==> config.mk <==
export PLATFORM = sky130hd
export DESIGN_NAME = lcd_text_sequencer
export DESIGN_NICKNAME = d
export VERILOG_FILES = /design/src/rtl/lcd_text_sequencer.sv
export SDC_FILE = /design/constraint.sdc
export NUM_CORES = 1
export LEC_CHECK = 0
export ABC_CLOCK_PERIOD_IN_PS = 2500
export CORE_ASPECT_RATIO = 1.1
export CORE_UTILIZATION = 50
export DETAILED_ROUTE_END_ITERATION = 16
export GPL_ROUTABILITY_DRIVEN = 0
export HOLD_SLACK_MARGIN = 0.05
export PLACE_DENSITY_LB_ADDON = 0.05
export SLEW_MARGIN = 5
export SYNTH_ARGS = -nofsm -noshare
export SYNTH_HDL_FRONTEND = slang
export SYNTH_SLANG_ARGS = --single-unit
==> constraint.sdc <==
create_clock -name clk_i -period 2.5 [get_ports clk_i]
set_input_delay 0.25 -clock clk_i [delete_from_list [all_inputs] [get_ports clk_i]]
set_output_delay 0.25 -clock clk_i [all_outputs]
set_load 0.02 [all_outputs]
==> src/rtl/lcd_text_sequencer.sv <==
// -----------------------------------------------------------------------------
// lcd_text_sequencer
//
// Frame sequencer for HD44780-class character LCDs. After reset the first
// frame starts with the four power-up commands (0x38, 0x0C, 0x01, 0x06). Every
// frame then paints ROWS x COLS characters. Each row begins with a DDRAM
// address command, and its characters are fetched from a synchronous text RAM.
// Every byte is handed to a byte-level write controller with a one-cycle
// lcd_start_o pulse. The sequencer then waits for lcd_done_i, followed by
// DLY_CYCLES idle cycles.
//
// Item flow per byte: LOAD -> ISSUE -> WAIT -> GAP -> NEXT.
//
// Optional feature (macro LCD_SEQ_CLEAR_EN): when defined, every frame that
// starts with init_done_o=1 first sends a clear-display command (0x01).
//
// Parameters
//   COLS        characters per row (1..40)
//   ROWS        display rows (1..4)
//   DLY_CYCLES  idle cycles after every lcd_done_i (>= 1)
//   MEM_LAT     text RAM read latency in cycles (0..3)
//   AW          mem_addr_o width, derived from ROWS*COLS
//
// Ports
//   clk_i         system clock, rising edge
//   rst_ni        asynchronous active-low reset
//   start_i       level; sampled only in IDLE, launches one frame
//   mem_data_i    character byte from the text RAM
//   lcd_done_i    one-cycle pulse: byte write complete (used only in WAIT)
//   mem_addr_o    text RAM address, row*COLS+col
//   lcd_start_o   one-cycle pulse launching a byte write
//   lcd_data_o    byte to write, stable from lcd_start_o until lcd_done_i
//   lcd_rs_o      0 = command, 1 = character
//   busy_o        high in every state except IDLE
//   init_done_o   set after the init commands; cleared only by reset
//   frame_done_o  one-cycle pulse after the last character's delay
// -----------------------------------------------------------------------------
module lcd_text_sequencer #(
    parameter int COLS       = 16,
    parameter int ROWS       = 2,
    parameter int DLY_CYCLES = 262142,
    parameter int MEM_LAT    = 1,
    localparam int AW        = (ROWS * COLS > 1) ? $clog2(ROWS * COLS) : 1
) (
    input  logic          clk_i,
    input  logic          rst_ni,
    input  logic          start_i,
    input  logic [7:0]    mem_data_i,
    input  logic          lcd_done_i,
    output logic [AW-1:0] mem_addr_o,
    output logic          lcd_start_o,
    output logic [7:0]    lcd_data_o,
    output logic          lcd_rs_o,
    output logic          busy_o,
    output logic          init_done_o,
    output logic          frame_done_o
);

    localparam int DW       = (DLY_CYCLES > 1) ? $clog2(DLY_CYCLES + 1) : 1;
    localparam int LOAD_CYC = (MEM_LAT < 1) ? 1 : MEM_LAT;

    localparam logic [DW-1:0] DLY_LAST = DW'(DLY_CYCLES - 1);
    localparam logic [1:0]    LAT_LAST = 2'(LOAD_CYC - 1);
    localparam logic [5:0]    COL_LAST = 6'(COLS - 1);
    localparam logic [1:0]    ROW_LAST = 2'(ROWS - 1);

    typedef enum logic [2:0] {
        S_IDLE,
        S_LOAD,
        S_ISSUE,
        S_WAIT,
        S_GAP,
        S_NEXT
    } state_e;

    // Which kind of item the sequencer is currently working on
    typedef enum logic [1:0] {
        PH_INIT,
        PH_CLR,
        PH_ADDR,
        PH_CHAR
    } phase_e;

`ifdef LCD_SEQ_CLEAR_EN
    localparam phase_e FRAME_PH = PH_CLR;
`else
    localparam phase_e FRAME_PH = PH_ADDR;
`endif

    state_e          state_q,      state_d;
    phase_e          phase_q,      phase_d;
    logic [1:0]      init_idx_q,   init_idx_d;
    logic [1:0]      row_q,        row_d;
    logic [5:0]      col_q,        col_d;
    logic [1:0]      lat_q,        lat_d;
    logic [DW-1:0]   dly_q,        dly_d;
    logic [AW-1:0]   mem_addr_q,   mem_addr_d;
    logic            lcd_start_q,  lcd_start_d;
    logic [7:0]      lcd_data_q,   lcd_data_d;
    logic            lcd_rs_q,     lcd_rs_d;
    logic            busy_q,       busy_d;
    logic            init_done_q,  init_done_d;
    logic            frame_done_q, frame_done_d;

    // DDRAM set-address command for each row: 0x80 | {0x00, 0x40, COLS, 0x40+COLS}
    logic [7:0] row_cmd [4];
    for (genvar gi = 0; gi < 4; gi++) begin : g_row_cmd
        localparam int BASE = (gi == 0) ? 'h00 :
                              (gi == 1) ? 'h40 :
                              (gi == 2) ? COLS : ('h40 + COLS);
        assign row_cmd[gi] = 8'h80 | 8'(BASE);
    end

    logic [7:0] cmd_byte;
    always_comb begin
        cmd_byte = 8'h00;
        case (phase_q)
            PH_INIT: begin
                case (init_idx_q)
                    2'd0:    cmd_byte = 8'h38;
                    2'd1:    cmd_byte = 8'h0C;
                    2'd2:    cmd_byte = 8'h01;
                    default: cmd_byte = 8'h06;
                endcase
            end
            PH_CLR:  cmd_byte = 8'h01;
            PH_ADDR: cmd_byte = row_cmd[row_q];
            default: cmd_byte = 8'h00;
        endcase
    end

    logic is_char;
    logic last_char;
    assign is_char   = (phase_q == PH_CHAR);
    assign last_char = is_char && (row_q == ROW_LAST) && (col_q == COL_LAST);

    always_comb begin
        state_d      = state_q;
        phase_d      = phase_q;
        init_idx_d   = init_idx_q;
        row_d        = row_q;
        col_d        = col_q;
        lat_d        = lat_q;
        dly_d        = dly_q;
        mem_addr_d   = mem_addr_q;
        lcd_start_d  = 1'b0;
        lcd_data_d   = lcd_data_q;
        lcd_rs_d     = lcd_rs_q;
        init_done_d  = init_done_q;
        frame_done_d = 1'b0;

        case (state_q)
            S_IDLE: begin
                if (start_i) begin
                    state_d    = S_LOAD;
                    phase_d    = init_done_q ? FRAME_PH : PH_INIT;
                    init_idx_d = 2'd0;
                    row_d      = 2'd0;
                    col_d      = 6'd0;
                    lat_d      = 2'd0;
                    mem_addr_d = '0;
                end
            end

            S_LOAD: begin
                // Characters stay here for the RAM latency. Commands take one cycle.
                if (is_char && lat_q != LAT_LAST) begin
                    lat_d = lat_q + 2'd1;
                end else begin
                    lat_d       = 2'd0;
                    state_d     = S_ISSUE;
                    lcd_start_d = 1'b1;
                    lcd_data_d  = is_char ? mem_data_i : cmd_byte;
                    lcd_rs_d    = is_char;
                end
            end

            S_ISSUE: state_d = S_WAIT;

            S_WAIT: begin
                if (lcd_done_i) begin
                    state_d = S_GAP;
                    dly_d   = '0;
                end
            end

            S_GAP: begin
                if (dly_q == DLY_LAST) begin
                    state_d = S_NEXT;
                    dly_d   = '0;
                    // Characters are fetched in linear order across rows.
                    // Advancing here presents the next address from NEXT
                    // onward, which gives the RAM its full latency inside LOAD.
                    if (is_char && !last_char) begin
                        mem_addr_d = mem_addr_q + AW'(1);
                    end
                end else begin
                    dly_d = dly_q + DW'(1);
                end
            end

            S_NEXT: begin
                state_d = S_LOAD;
                case (phase_q)
                    PH_INIT: begin
                        if (init_idx_q == 2'd3) begin
                            init_done_d = 1'b1;
                            phase_d     = PH_ADDR;
                        end else begin
                            init_idx_d = init_idx_q + 2'd1;
                        end
                    end
                    PH_CLR:  phase_d = PH_ADDR;
                    PH_ADDR: begin
                        phase_d = PH_CHAR;
                        col_d   = 6'd0;
                    end
                    default: begin
                        if (col_q == COL_LAST) begin
                            col_d = 6'd0;
                            if (row_q == ROW_LAST) begin
                                row_d        = 2'd0;
                                frame_done_d = 1'b1;
                                state_d      = S_IDLE;
                            end else begin
                                row_d   = row_q + 2'd1;
                                phase_d = PH_ADDR;
                            end
                        end else begin
                            col_d = col_q + 6'd1;
                        end
                    end
                endcase
            end

            default: state_d = S_IDLE;
        endcase

        busy_d = (state_d != S_IDLE);
    end

    always_ff @(posedge clk_i or negedge rst_ni) begin
        if (!rst_ni) begin
            state_q      <= S_IDLE;
            phase_q      <= PH_INIT;
            init_idx_q   <= 2'd0;
            row_q        <= 2'd0;
            col_q        <= 6'd0;
            lat_q        <= 2'd0;
            dly_q        <= '0;
            mem_addr_q   <= '0;
            lcd_start_q  <= 1'b0;
            lcd_data_q   <= 8'h00;
            lcd_rs_q     <= 1'b0;
            busy_q       <= 1'b0;
            init_done_q  <= 1'b0;
            frame_done_q <= 1'b0;
        end else begin
            state_q      <= state_d;
            phase_q      <= phase_d;
            init_idx_q   <= init_idx_d;
            row_q        <= row_d;
            col_q        <= col_d;
            lat_q        <= lat_d;
            dly_q        <= dly_d;
            mem_addr_q   <= mem_addr_d;
            lcd_start_q  <= lcd_start_d;
            lcd_data_q   <= lcd_data_d;
            lcd_rs_q     <= lcd_rs_d;
            busy_q       <= busy_d;
            init_done_q  <= init_done_d;
            frame_done_q <= frame_done_d;
        end
    end

    assign mem_addr_o   = mem_addr_q;
    assign lcd_start_o  = lcd_start_q;
    assign lcd_data_o   = lcd_data_q;
    assign lcd_rs_o     = lcd_rs_q;
    assign busy_o       = busy_q;
    assign init_done_o  = init_done_q;
    assign frame_done_o = frame_done_q;

endmodule

---- After elaboration in Yosys (flattened, before gate mapping) ----
Cells that the tools add are included.
word-level totals
  register bits ........................... 53
  bits of input ports ..................... 12
  output and inout port bits .............. 18
  word-level logic and storage cells ...... 122
cells by class
  add/subtract/negate cells ............... 6
  magnitude comparators ................... 1
  eq/ne operators ......................... 26
  multiplexer cells ....................... 48
  bitwise logic cells ..................... 2
  reduce and logical (&&, ||, !) cells .... 25
operator list
  operator                                                          count
  18-bit two-way mux                                                2
  18-bit one-hot mux with 2 select lines                            1
  2-bit two-way mux                                                 12
  8-bit two-way mux                                                 3
  6-bit one-hot mux with 2 select lines                             2
  8-bit one-hot mux with 3 select lines                             1
  18-bit by 1-bit adder with 18-bit output (second input constant)  1
  18-bit equality test (second input constant)                      1
  2-bit inequality test (second input constant)                     9
  3-bit one-hot mux with 6 select lines                             1
  6-bit one-hot mux with 3 select lines                             1
  8-bit binary-select mux with 2-bit select                         1
  2-bit one-hot mux with 2 select lines                             4
  5-bit two-way mux                                                 3
  3-bit two-way mux                                                 4
  6-bit two-way mux                                                 2
  4-bit AND reduction                                               3
  5-bit inequality test (second input constant)                     2
  5-bit one-hot mux with 2 select lines                             1
  2-bit nonzero test                                                5
  1-bit two-way mux                                                 9
  2-bit equality test (second input constant)                       4
  2-bit by 1-bit adder with 2-bit output (second input constant)    3
  6-bit by 1-bit adder with 6-bit output (second input constant)    1
  other kinds (21)                                                  32

---- Longest topological paths before layout ----
Gate-level depths: netlist of the first run.
  word-level depth ........................ 8
  mapped depth ............................ 8
  depth with buffers taken out ............ 6

---- Least setup slack after synthesis of the first run ----
No wires, ideal clock.
  path kind ............................... register to register
  start point ............................. register col_q[0]
  end point ............................... register mem_addr_q[3] (netlist: mem_addr_o[3])
  library setup time ...................... 0.130 ns
  arrival ................................. 1.744 ns
  required time ........................... 2.370 ns
  slack ................................... 0.626 ns
  stages on the path, launching flop included .. 7
  path buffers ............................ 0
  clock period less this slack ............ 1.874 ns
  path through ............................ dfrtp_1 > ha_1 > or3b_2 > o311a_1 > o21ai_2 > or4_1 > a21oi_1
between the ends
  longest elaborated chain between the ends .. 6
RTL lines
  item                                            RTL line  source
  start, declared                                 94        logic [5:0] col_q, col_d;
  start signal, assigned                          263       col_q <= col_d;
  6-bit by 4-bit equality test with 1-bit output  135       assign last_char = is_char && (row_q == ROW_LAST) && (col_q == COL_LAST);
  1-bit logical AND                               135
  1-bit zero test                                 194       if (is_char && !last_char) begin
  1-bit logical AND                               194
  2-bit inequality test (no line)                 -
  4-bit AND reduction (no line)                   -
  end signal, assigned                            266       mem_addr_q <= mem_addr_d;
  end, declared                                   97        logic [AW-1:0] mem_addr_q, mem_addr_d;
Every way passes these cells.
A chain may end at the register's enable or synchronous reset.

---- Worst setup path in the final report of the first run ----
Ends and elaborated chain as after synthesis.

==> metrics.cfg, run 1 <==
[run_status]
run_status = finished, final reports clean

[critical_path]
timing.critical_path.slowest_stage_cell = sky130_fd_sc_hd__or3b_2
worst-setup-path-type = flop to flop
max_stage_delay_ns = 0.49
worstPathMaxFanout = 10
endpoint_kind = flop
critPathRequiredTime_ns = 2.68
arrival_ns = 2.27
startpoint_type = flop
critical_path.cell_chain = ha_1 > or3b_2 > o311a_1 > o21ai_2 > or4_1 > a21oi_1
buf_inv_stages_crit_path = 0
timing.critical_path.max_delay_family = compound AO/OA/AOI/OAI gates

[clocking]
clock_sinks = 53
cts-root-buf = sky130_fd_sc_hd__clkbuf_8
worstSkewPairLatency_ns = 0.30
post_cts_buffers = 0
cts_made_buffers = 5
cts.path.max_buffers = 2
cts_max_level = 2
clkSlewWorstSetupHoldPaths_ns = 0.09
cts_tree = yes

[sta]
fmax_ghz = 0.479
fin_ws_ns = 0.413
final_setup_skew_ns = 0.00238
slew_viol_final = 0
tns_ns = 0
finalCritPeriodShare_pct = 83.5
timing.slew.headroom_pct = 57.2
grt_setup_unrepaired = false
setup_viol_count_final = 0
finalWorstPathRequiredPeriod_ns = 2.09
hold-worst-slack_ns = 0.482
worst_pin_slew_ns = 0.643
count_of_endpoints_failing_hold_in_the_final_timing_report = 0

[routing]
vias = 2277
vias_per_cell = 5.59
wl_per_cell_um = 14.2
detail_route.wirelength_um = 5780
drt_first_iter_violations = 139
final_antenna_net_count = 0
number_of_search_and_repair_iterations_in_the_first_detailed_routing_pass = 5
drc_errors = 0

[synthesis]
muxShareOfSynthArea_pct = 1.18
synth_cells = 299
synth_compound_area_share_pct = 18.2
synth_commonest_cells = 53 x sky130_fd_sc_hd__dfrtp_1, 41 x sky130_fd_sc_hd__nand2_1, 27 x sky130_fd_sc_hd__o21ai_0
synth.area.top_cells = sky130_fd_sc_hd__dfrtp_1 48%, sky130_fd_sc_hd__nand2_1 5.6%, sky130_fd_sc_hd__o21ai_0 4.9%
dominantRegCellSynth = sky130_fd_sc_hd__dfrtp_1
synth.most_common_cell = sky130_fd_sc_hd__dfrtp_1
synth_top_area_share_pct = 48.0
synth_cell_type_count = 48
ys_async_sr_fraction_pct = 100
postSynthRegisterBits = 53
yosys.area.top_type = sky130_fd_sc_hd__dfrtp_1
syn-mean-instance-area_sq_um = 9.24
post_synth_fa_ha_maj_area_fraction_pct = 4.07
mappedNetlistNets = 320
synth_xor_area_share_pct = 1.90
yosys.area_share.simple_pct = 22.9
synth.cell_area_sq_um = 2760
synth_enable_flop_cells = 0
number_of_warnings_issued_by_yosys = 0
synth_top_family_by_area = simple AND/OR/NAND/NOR gates
yosysSeqAreaShare_pct = 48.0

[global_route]
antenna_violations_before_repair = 0
maximum_number_of_pins_on_one_net_before_global_route_repair = 28
grt_remaining_overflow = 0
grt_util_all_layers_pct = 22.0
global_route_wire_length_before_repair_um = 9940
vias_in_the_first_global_route = 2142

[hold_path]
hold_path.class = flop to flop

[final_layout]
layout_cells_sized_above_1_pct = 8.13
finalCoreUtilization_pct = 61.2
antenna_fix_cells = 0
area_growth_syn_to_layout_pct = 18.7
final_net_count = 352

[placed_design]
numPortBuffers = 29
detailedPlacementHpwl_um = 4090
pre_cts_slack_ns = 0.380

[power]
power.ir.vdd_worst_uv = 411
p_leak_uw = 0.00142
power_frac_comb_pct = 36.3
sequential_power_share_pct = 43.0
power_per_cell_area_nw_per_um2 = 887
total_switching_power_uw = 1090
clock_power_share_pct = 20.7
swShare_pct = 37.5
internal-power_uw = 1820

[floorplanning]
die_y_um = 80.0
rows = 28
top_level_ports = 30
die_width_um = 72.9
die-area_sq_um = 5830
core_region_area_sq_um = 5360
initial_utilization_pct = 51.6

[job]
drv_cap = 0

==> metrics by stage <==
stage,total power (uW),instance area [sq um],cells
after floorplan,1940,2760,299
after global placement,2300,3150,398
after detailed placement,2320,3150,398
after CTS,2930,3280,407
after global routing,3120,3280,407
final,2910,3280,407
==> worst register-to-register path, cell delays in order (launching register included) <==
cell                      delay [ns]
sky130_fd_sc_hd__dfrtp_1        0.39
sky130_fd_sc_hd__ha_1           0.20
sky130_fd_sc_hd__or3b_2         0.49
sky130_fd_sc_hd__o311a_1        0.32
sky130_fd_sc_hd__o21ai_2        0.34
sky130_fd_sc_hd__or4_1          0.18
sky130_fd_sc_hd__a21oi_1        0.06
==> metal layers <==
| layer | share of wire (%) | vias to the layer above | GRT usage (%) | wire length [um] |
|---|---|---|---|---|
| met5 | 0 | - | 0 | 0 |
| met3 | 2.8 | 6 | 3.41 | 161 |
| met2 | 49 | 44 | 37.2 | 2860 |
| met1 | 47 | 1091 | 28.9 | 2690 |
| li1 | - | 1136 | - | - |
| met4 | 1.1 | 0 | 6.86 | 65 |
==> cell usage in the layout, fill, tap and decap left out, drive strengths merged, types with 2 or more instances in the layout <==
cell type,instances
dfrtp,53
clkbuf,7
and4,3
nand4,8
clkdlybuf4s50,28
nor3b,2
o21ai,28
nor2,19
a21o,7
nand2b,3
or3,4
mux2,2
and3,3
nor3,6
a22oi,3
a22o,3
nor2b,4
nand2,41
nor4,2
ha,9
xnor2,2
or3b,2
a21oi,15
o31ai,6
and2,3
xor2,4
inv,13
a31oi,10
or4,3
nand3,17
buf,8
==> what timing repair did <==
item                                    in CTS  in global routing
hold buffers                                 1                  0
resized for setup                            0                  0
endpoints found under the hold margin       26                  0
endpoints found under the setup margin       0                  0
==> path summary, 6_finish.rpt <==
check | startpoint | to | slack (ns) | depth (start not counted)
max | col_q[0]$_DFFE_PN0P_ | mem_addr_o[3]$_DFFE_PN0P_ | 0.41 | 6
min | lcd_data_o[3]$_DFFE_PN0P_ | lcd_data_o[3]$_DFFE_PN0P_ | 0.48 | 2
max reg2reg | col_q[0]$_DFFE_PN0P_ | mem_addr_o[3]$_DFFE_PN0P_ | 0.41 | 6
min reg2reg | lcd_data_o[3]$_DFFE_PN0P_ | lcd_data_o[3]$_DFFE_PN0P_ | 0.48 | 2
max in group asynchronous | rst_ni | dly_q[5]$_DFFE_PN0P_ | 1.44 | 3
min in group asynchronous | rst_ni | lcd_rs_o$_DFFE_PN0P_ | 0.50 | 2
==> cell type report <==
cell class	instances	area, sq um
fill	485	2080
multi-input combinational	221	1330
timing repair buffer	37	360
inverter	13	48.8
clock inverter	1	30.0
clock buffer	7	86.3
tap	75	93.8
sequential	53	1330
==> logic make-up after synthesis <==
kind of cell / after synthesis
muxes: 3
buffers and inverters: 25
adders and majority gates: 9
AOI/OAI and AO/OA: 80
xor gates and xnor gates: 6
and+or+nand+nor: 123
DFF: 53
==> flip-flops by register name, summed over array words and instances, names as in the netlist <==
name / cells
state_q: 3
phase_q: 2
row_q: 2
busy_o: 1
frame_done_o: 1
lcd_start_o: 1
lcd_rs_o: 1
lat_q: 2
init_done_o: 1
init_idx_q: 2
mem_addr_o: 5
col_q: 6
lcd_data_o: 8
dly_q: 18
==> power groups by stage <==
| stage | clock network, uW | logic, uW | registers [uW] |
|---|---|---|---|
| after floorplan | 0 | 637 | 1300 |
| after global placement | 0 | 1050 | 1250 |
| after global routing | 646 | 1200 | 1280 |
| final | 603 | 1060 | 1250 |
| after CTS | 616 | 1060 | 1250 |
| after detailed placement | 0 | 1060 | 1260 |
No activity file was read; power rests on OpenSTA's default activity.
==> inputs of run 2 (changes only) <==
- ABC_CLOCK_PERIOD_IN_PS: 2500 -> 1800
- clock period: 2.5 -> 1.8 ns (I/O delays scaled with it)
==> metrics.cfg, run 2 (synthesis results as in run 1) <==
[run_status]
run_status = finished, final reports clean

[sta]
slew_viol_final = 0
grt_setup_unrepaired = true
final_setup_skew_ns = 0.00664
finalCritPeriodShare_pct = 98.5
timing.slew.headroom_pct = 62.6
count_of_endpoints_failing_hold_in_the_final_timing_report = 0
worst_pin_slew_ns = 0.562
fmax_ghz = 0.564
finalWorstPathRequiredPeriod_ns = 1.77
hold-worst-slack_ns = 0.387
setup_viol_count_final = 0

[global_route]
maximum_number_of_pins_on_one_net_before_global_route_repair = 32
grt_remaining_overflow = 0
vias_in_the_first_global_route = 2284
grt_util_all_layers_pct = 23.5
antenna_violations_before_repair = 0
global_route_wire_length_before_repair_um = 10400

[floorplanning]
core_region_area_sq_um = 5360
initial_utilization_pct = 51.6
rows = 28
die-area_sq_um = 5830
top_level_ports = 30
die_y_um = 80.0
die_width_um = 72.9

[clocking]
clkSlewWorstSetupHoldPaths_ns = 0.10
clock_sinks = 53
cts-root-buf = sky130_fd_sc_hd__clkbuf_8
worstSkewPairLatency_ns = 0.31
cts_made_buffers = 5
cts.path.max_buffers = 2
cts_max_level = 2
cts_tree = yes

[critical_path]
max_stage_delay_ns = 0.38
arrival_ns = 1.98
timing.critical_path.slowest_stage_cell = sky130_fd_sc_hd__or3b_4
critical_path.cell_chain = ha_2 > or3b_4 > o311a_4 > o21ai_4 > or4_4 > a21oi_2
buf_inv_stages_crit_path = 0
timing.critical_path.depth = 6
startpoint_type = flop
endpoint_kind = flop
worstPathMaxFanout = 5
worst-setup-path-type = flop to flop
critPathRequiredTime_ns = 2.00
reg2regPathDepth = 6
timing.critical_path.max_delay_family = compound AO/OA/AOI/OAI gates

[final_layout]
layout_commonest_cell = sky130_fd_sc_hd__dfrtp_1
finalCoreUtilization_pct = 67.7
layout_cells_sized_above_1_pct = 21.4
mostFrequentLayoutCells = 52 x sky130_fd_sc_hd__dfrtp_1, 44 x sky130_fd_sc_hd__buf_4, 41 x sky130_fd_sc_hd__nand2_1
antenna_fix_cells = 0
final_net_count = 393
finish.cell_count_without_fillers = 448
max_flop_register = dly_q
area_growth_syn_to_layout_pct = 31.4
largest_reg_flops = 18
layout.cell_area.non_filler_sq_um = 3630

[routing]
vias_per_cell = 5.45
wl_per_cell_um = 14.2
number_of_search_and_repair_iterations_in_the_first_detailed_routing_pass = 4
vias = 2441
detail_route.wirelength_um = 6380
final_antenna_net_count = 0
drc_errors = 0
drt_first_iter_violations = 92

[placed_design]
placedCellCount = 432
numPortBuffers = 29
detailedPlacementHpwl_um = 4550
dpl_cell_area_sq_um = 3420

[power]
p_leak_uw = 0.00164
power.ir.vdd_worst_uv = 619
power_per_cell_area_nw_per_um2 = 1180

[job]
drv_cap = 0

[hold_path]
hold_path.class = primary input to async pin

## run 2: power by group
| group | internal, uW | switching (uW) |
|---|---|---|
| Sequential | 1470 | 212 |
| Combinational | 905 | 1020 |
| Clock | 270 | 404 |
## run 2: path summary, 6_finish.rpt
check	slack (ns)	to	start
max in group asynchronous	0.85	state_q[2]$_DFF_PN0_	rst_ni
setup reg to reg	0.03	mem_addr_o[3]$_DFFE_PN0P_	col_q[1]$_DFFE_PN0P_
hold / removal	0.39	lcd_data_o[3]$_DFFE_PN0P_	rst_ni
hold reg to reg	0.48	lcd_data_o[1]$_DFFE_PN0P_	lcd_data_o[1]$_DFFE_PN0P_
setup / recovery	0.03	mem_addr_o[3]$_DFFE_PN0P_	col_q[1]$_DFFE_PN0P_
min in group clk_i	0.48	lcd_data_o[1]$_DFFE_PN0P_	lcd_data_o[1]$_DFFE_PN0P_
## run 2: cell type report
class,count,area [sq um]
clock buffers,5,68.8
well taps,75,93.8
multi-input cells,222,1410
inverters,13,48.8
flip-flops and latches,53,1330
repair buffers,77,662
clock inverters,3,17.5
fillers,452,1730
## run 2: routing by layer
| metal | part of all wire, % | global-route usage [%] | routed length [um] |
|---|---|---|---|
| met5 | 0 | 0 | 0 |
| met4 | 2.0 | 8.82 | 125 |
| met3 | 2.8 | 4.17 | 180 |
| met2 | 50 | 42.1 | 3200 |
| met1 | 45 | 27.7 | 2870 |
## run 2: through the flow
step / TNS [ns] / setup WS, ns / total power (uW)
floorplan: -0.0512 / -0.0201 / 2700
global placement: -0.451 / -0.0569 / 3480
detailed placement: -0.633 / -0.0832 / 3520
CTS: 0 / 0.0170 / 4230
global route: -0.133 / -0.0365 / 4590
finish: 0 / 0.0262 / 4270
## run 2: what timing repair did
item / in CTS / in global routing
buffers inserted: 1 / 5
hold buffers: 1 / 0
endpoints found under the hold margin: 22 / 0
pin swaps: 2 / 6
endpoints found under the setup margin: 5 / 19
resized for setup: 1 / 12
cloned: 1 / 0
## run 2: worst register-to-register path: cells and delay by family (launching register included)
kind | cells | cell delay, ns
fa+ha+maj | 1 | 0.18
compound gates | 3 | 0.58
simple gates | 2 | 0.54
flops | 1 | 0.36
==> inputs of run 3 (changes only) <==
- CORE_MARGIN: default -> 2
==> metrics.cfg, run 3 (synthesis results as in run 1) <==
[placed_design]
placedCellCount = 431
detailedPlacementHpwl_um = 4510
numPortBuffers = 29
dpl_cell_area_sq_um = 3410

[global_route]
grt_util_all_layers_pct = 22.0
vias_in_the_first_global_route = 2287
antenna_violations_before_repair = 0
grt_remaining_overflow = 0
global_route_wire_length_before_repair_um = 10400
maximum_number_of_pins_on_one_net_before_global_route_repair = 33

[critical_path]
reg2reg_slack_ns = 0.02
startpoint_type = flop
worst-setup-path-type = flop to flop
arrival_ns = 2.01
reg2regPathDepth = 6
endpoint_kind = flop
worstPathMaxFanout = 5
worst_r2r_startpoint = col_q[1]$_DFFE_PN0P_
critical_path.cell_chain = ha_2 > or3b_4 > o311a_4 > o21ai_4 > or4_1 > a21oi_1
max_stage_delay_ns = 0.51
timing.critical_path.max_delay_family = simple AND/OR/NAND/NOR gates
buf_inv_stages_crit_path = 0
rr_endpoint = mem_addr_o[2]$_DFFE_PN0P_
timing.critical_path.slowest_stage_cell = sky130_fd_sc_hd__or4_1
critPathRequiredTime_ns = 2.03

[power]
sequential_power_share_pct = 39.5
power_per_cell_area_nw_per_um2 = 1170
power.ir.vdd_worst_uv = 508
swShare_pct = 37.5
power_uw = 4200
p_leak_uw = 0.00162
total_switching_power_uw = 1570
power_frac_comb_pct = 44.4
internal-power_uw = 2620
clock_power_share_pct = 16.1

[final_layout]
layout_commonest_cell = sky130_fd_sc_hd__dfrtp_1
antenna_fix_cells = 0
mostFrequentLayoutCells = 52 x sky130_fd_sc_hd__dfrtp_1, 41 x sky130_fd_sc_hd__nand2_1, 39 x sky130_fd_sc_hd__buf_4
layout_cells_sized_above_1_pct = 19.4
final_net_count = 387
area_growth_syn_to_layout_pct = 29.7
finish.cell_count_without_fillers = 441
largest_reg_flops = 18
layout.cell_area.non_filler_sq_um = 3590
max_flop_register = dly_q
fill_cells = 466

[floorplanning]
die_y_um = 82.0
top_level_ports = 30
die_width_um = 74.9
core_region_area_sq_um = 5360
initial_utilization_pct = 51.6
die-area_sq_um = 6140
rows = 28

[clocking]
cts_tree = yes
cts-root-buf = sky130_fd_sc_hd__clkbuf_8
cts_max_level = 2
clkSlewWorstSetupHoldPaths_ns = 0.09
clock_sinks = 53
worstSkewPairLatency_ns = 0.30
cts_made_buffers = 5
cts.path.max_buffers = 2

[sta]
slew_viol_final = 0
tns_ns = 0
setup_viol_count_final = 0
finalCritPeriodShare_pct = 98.8
grt_setup_unrepaired = true
timing.slew.headroom_pct = 64.7
worst_pin_slew_ns = 0.529
fmax_ghz = 0.562
final_setup_skew_ns = 0.00907
count_of_endpoints_failing_hold_in_the_final_timing_report = 0
finalWorstPathRequiredPeriod_ns = 1.78

[job]
drv_cap = 0

[hold_path]
hold_path.class = primary input to async pin

[routing]
drt_first_iter_violations = 134
detail_route.wirelength_um = 6210
drc_errors = 0
vias_per_cell = 5.45
final_antenna_net_count = 0
number_of_search_and_repair_iterations_in_the_first_detailed_routing_pass = 4
vias = 2403
wl_per_cell_um = 14.1

[run_status]
run_status = finished, final reports clean

## run 3: cell types whose count changed in the layout (fill, tap and decap cells not counted), sizes merged
cell | previous run | this run
buf | 47 | 42
clkinv | 2 | 0
## run 3: power by group through the flow
stage | sequential [uW] | clock (uW) | combinational [uW]
finish | 1660 | 674 | 1860
global route | 1700 | 751 | 2090
CTS | 1660 | 704 | 1860
detailed placement | 1680 | 0 | 1830
global placement | 1670 | 0 | 1810
floorplan | 1810 | 0 | 895
## run 3: worst max-delay path by stage
stage | slack [ns] | end | startpoint | cells past startpoint
floorplan | -0.02 | mem_addr_o[2]$_DFFE_PN0P_ | col_q[0]$_DFFE_PN0P_ | 6
global placement | -0.06 | col_q[0]$_DFFE_PN0P_ | start_i | 6
detailed placement | -0.1 | mem_addr_o[4]$_DFFE_PN0P_ | col_q[0]$_DFFE_PN0P_ | 6
CTS | 0.006 | mem_addr_o[3]$_DFFE_PN0P_ | dly_q[7]$_DFFE_PN0P_ | 5
global route | -0.07 | mem_addr_o[0]$_DFFE_PN0P_ | col_q[0]$_DFFE_PN0P_ | 6
finish | 0.02 | mem_addr_o[2]$_DFFE_PN0P_ | col_q[1]$_DFFE_PN0P_ | 6
## run 3: repair_timing
item / CTS / global route
gates resized for setup: 2 / 9
pin swaps: 3 / 1
setup buffers: 0 / 1
gates cloned: 1 / 0
endpoints found under the hold margin: 21 / 0
endpoints found under the setup margin: 6 / 27
hold buffers: 1 / 0
## run 3: area by class of cell
class	instances	area (sq um)	area share, %
clock buffers	6	82.6	2.30
inverters	13	48.8	1.36
clock inverters	1	7.51	0.209
well taps	75	93.8	2.62
multi-input cells	222	1410	39.2
repair buffers	71	619	17.3
flip-flops and latches	53	1330	37.0
## run 3: layer usage
| metal | wire (um) | GRT usage [%] |
|---|---|---|
| met3 | 205 | 3.44 |
| met2 | 3130 | 38.0 |
| met5 | 0 | 0 |
| met1 | 2790 | 28.3 |
| met4 | 83 | 6.43 |
## run 3: metrics by stage
stage / util [%] / setup WS (ns) / hold WS (ns)
4_1_cts: 66.0 / 0.00621 / 0.403
5_1_grt: 66.9 / -0.0730 / 0.442
3_5_place_dp: 63.7 / -0.0961 / 0.204
3_3_place_gp: 63.7 / -0.0607 / 0.189
2_1_floorplan: - / -0.0201 / -0.116
6_report: 66.9 / 0.0216 / 0.373
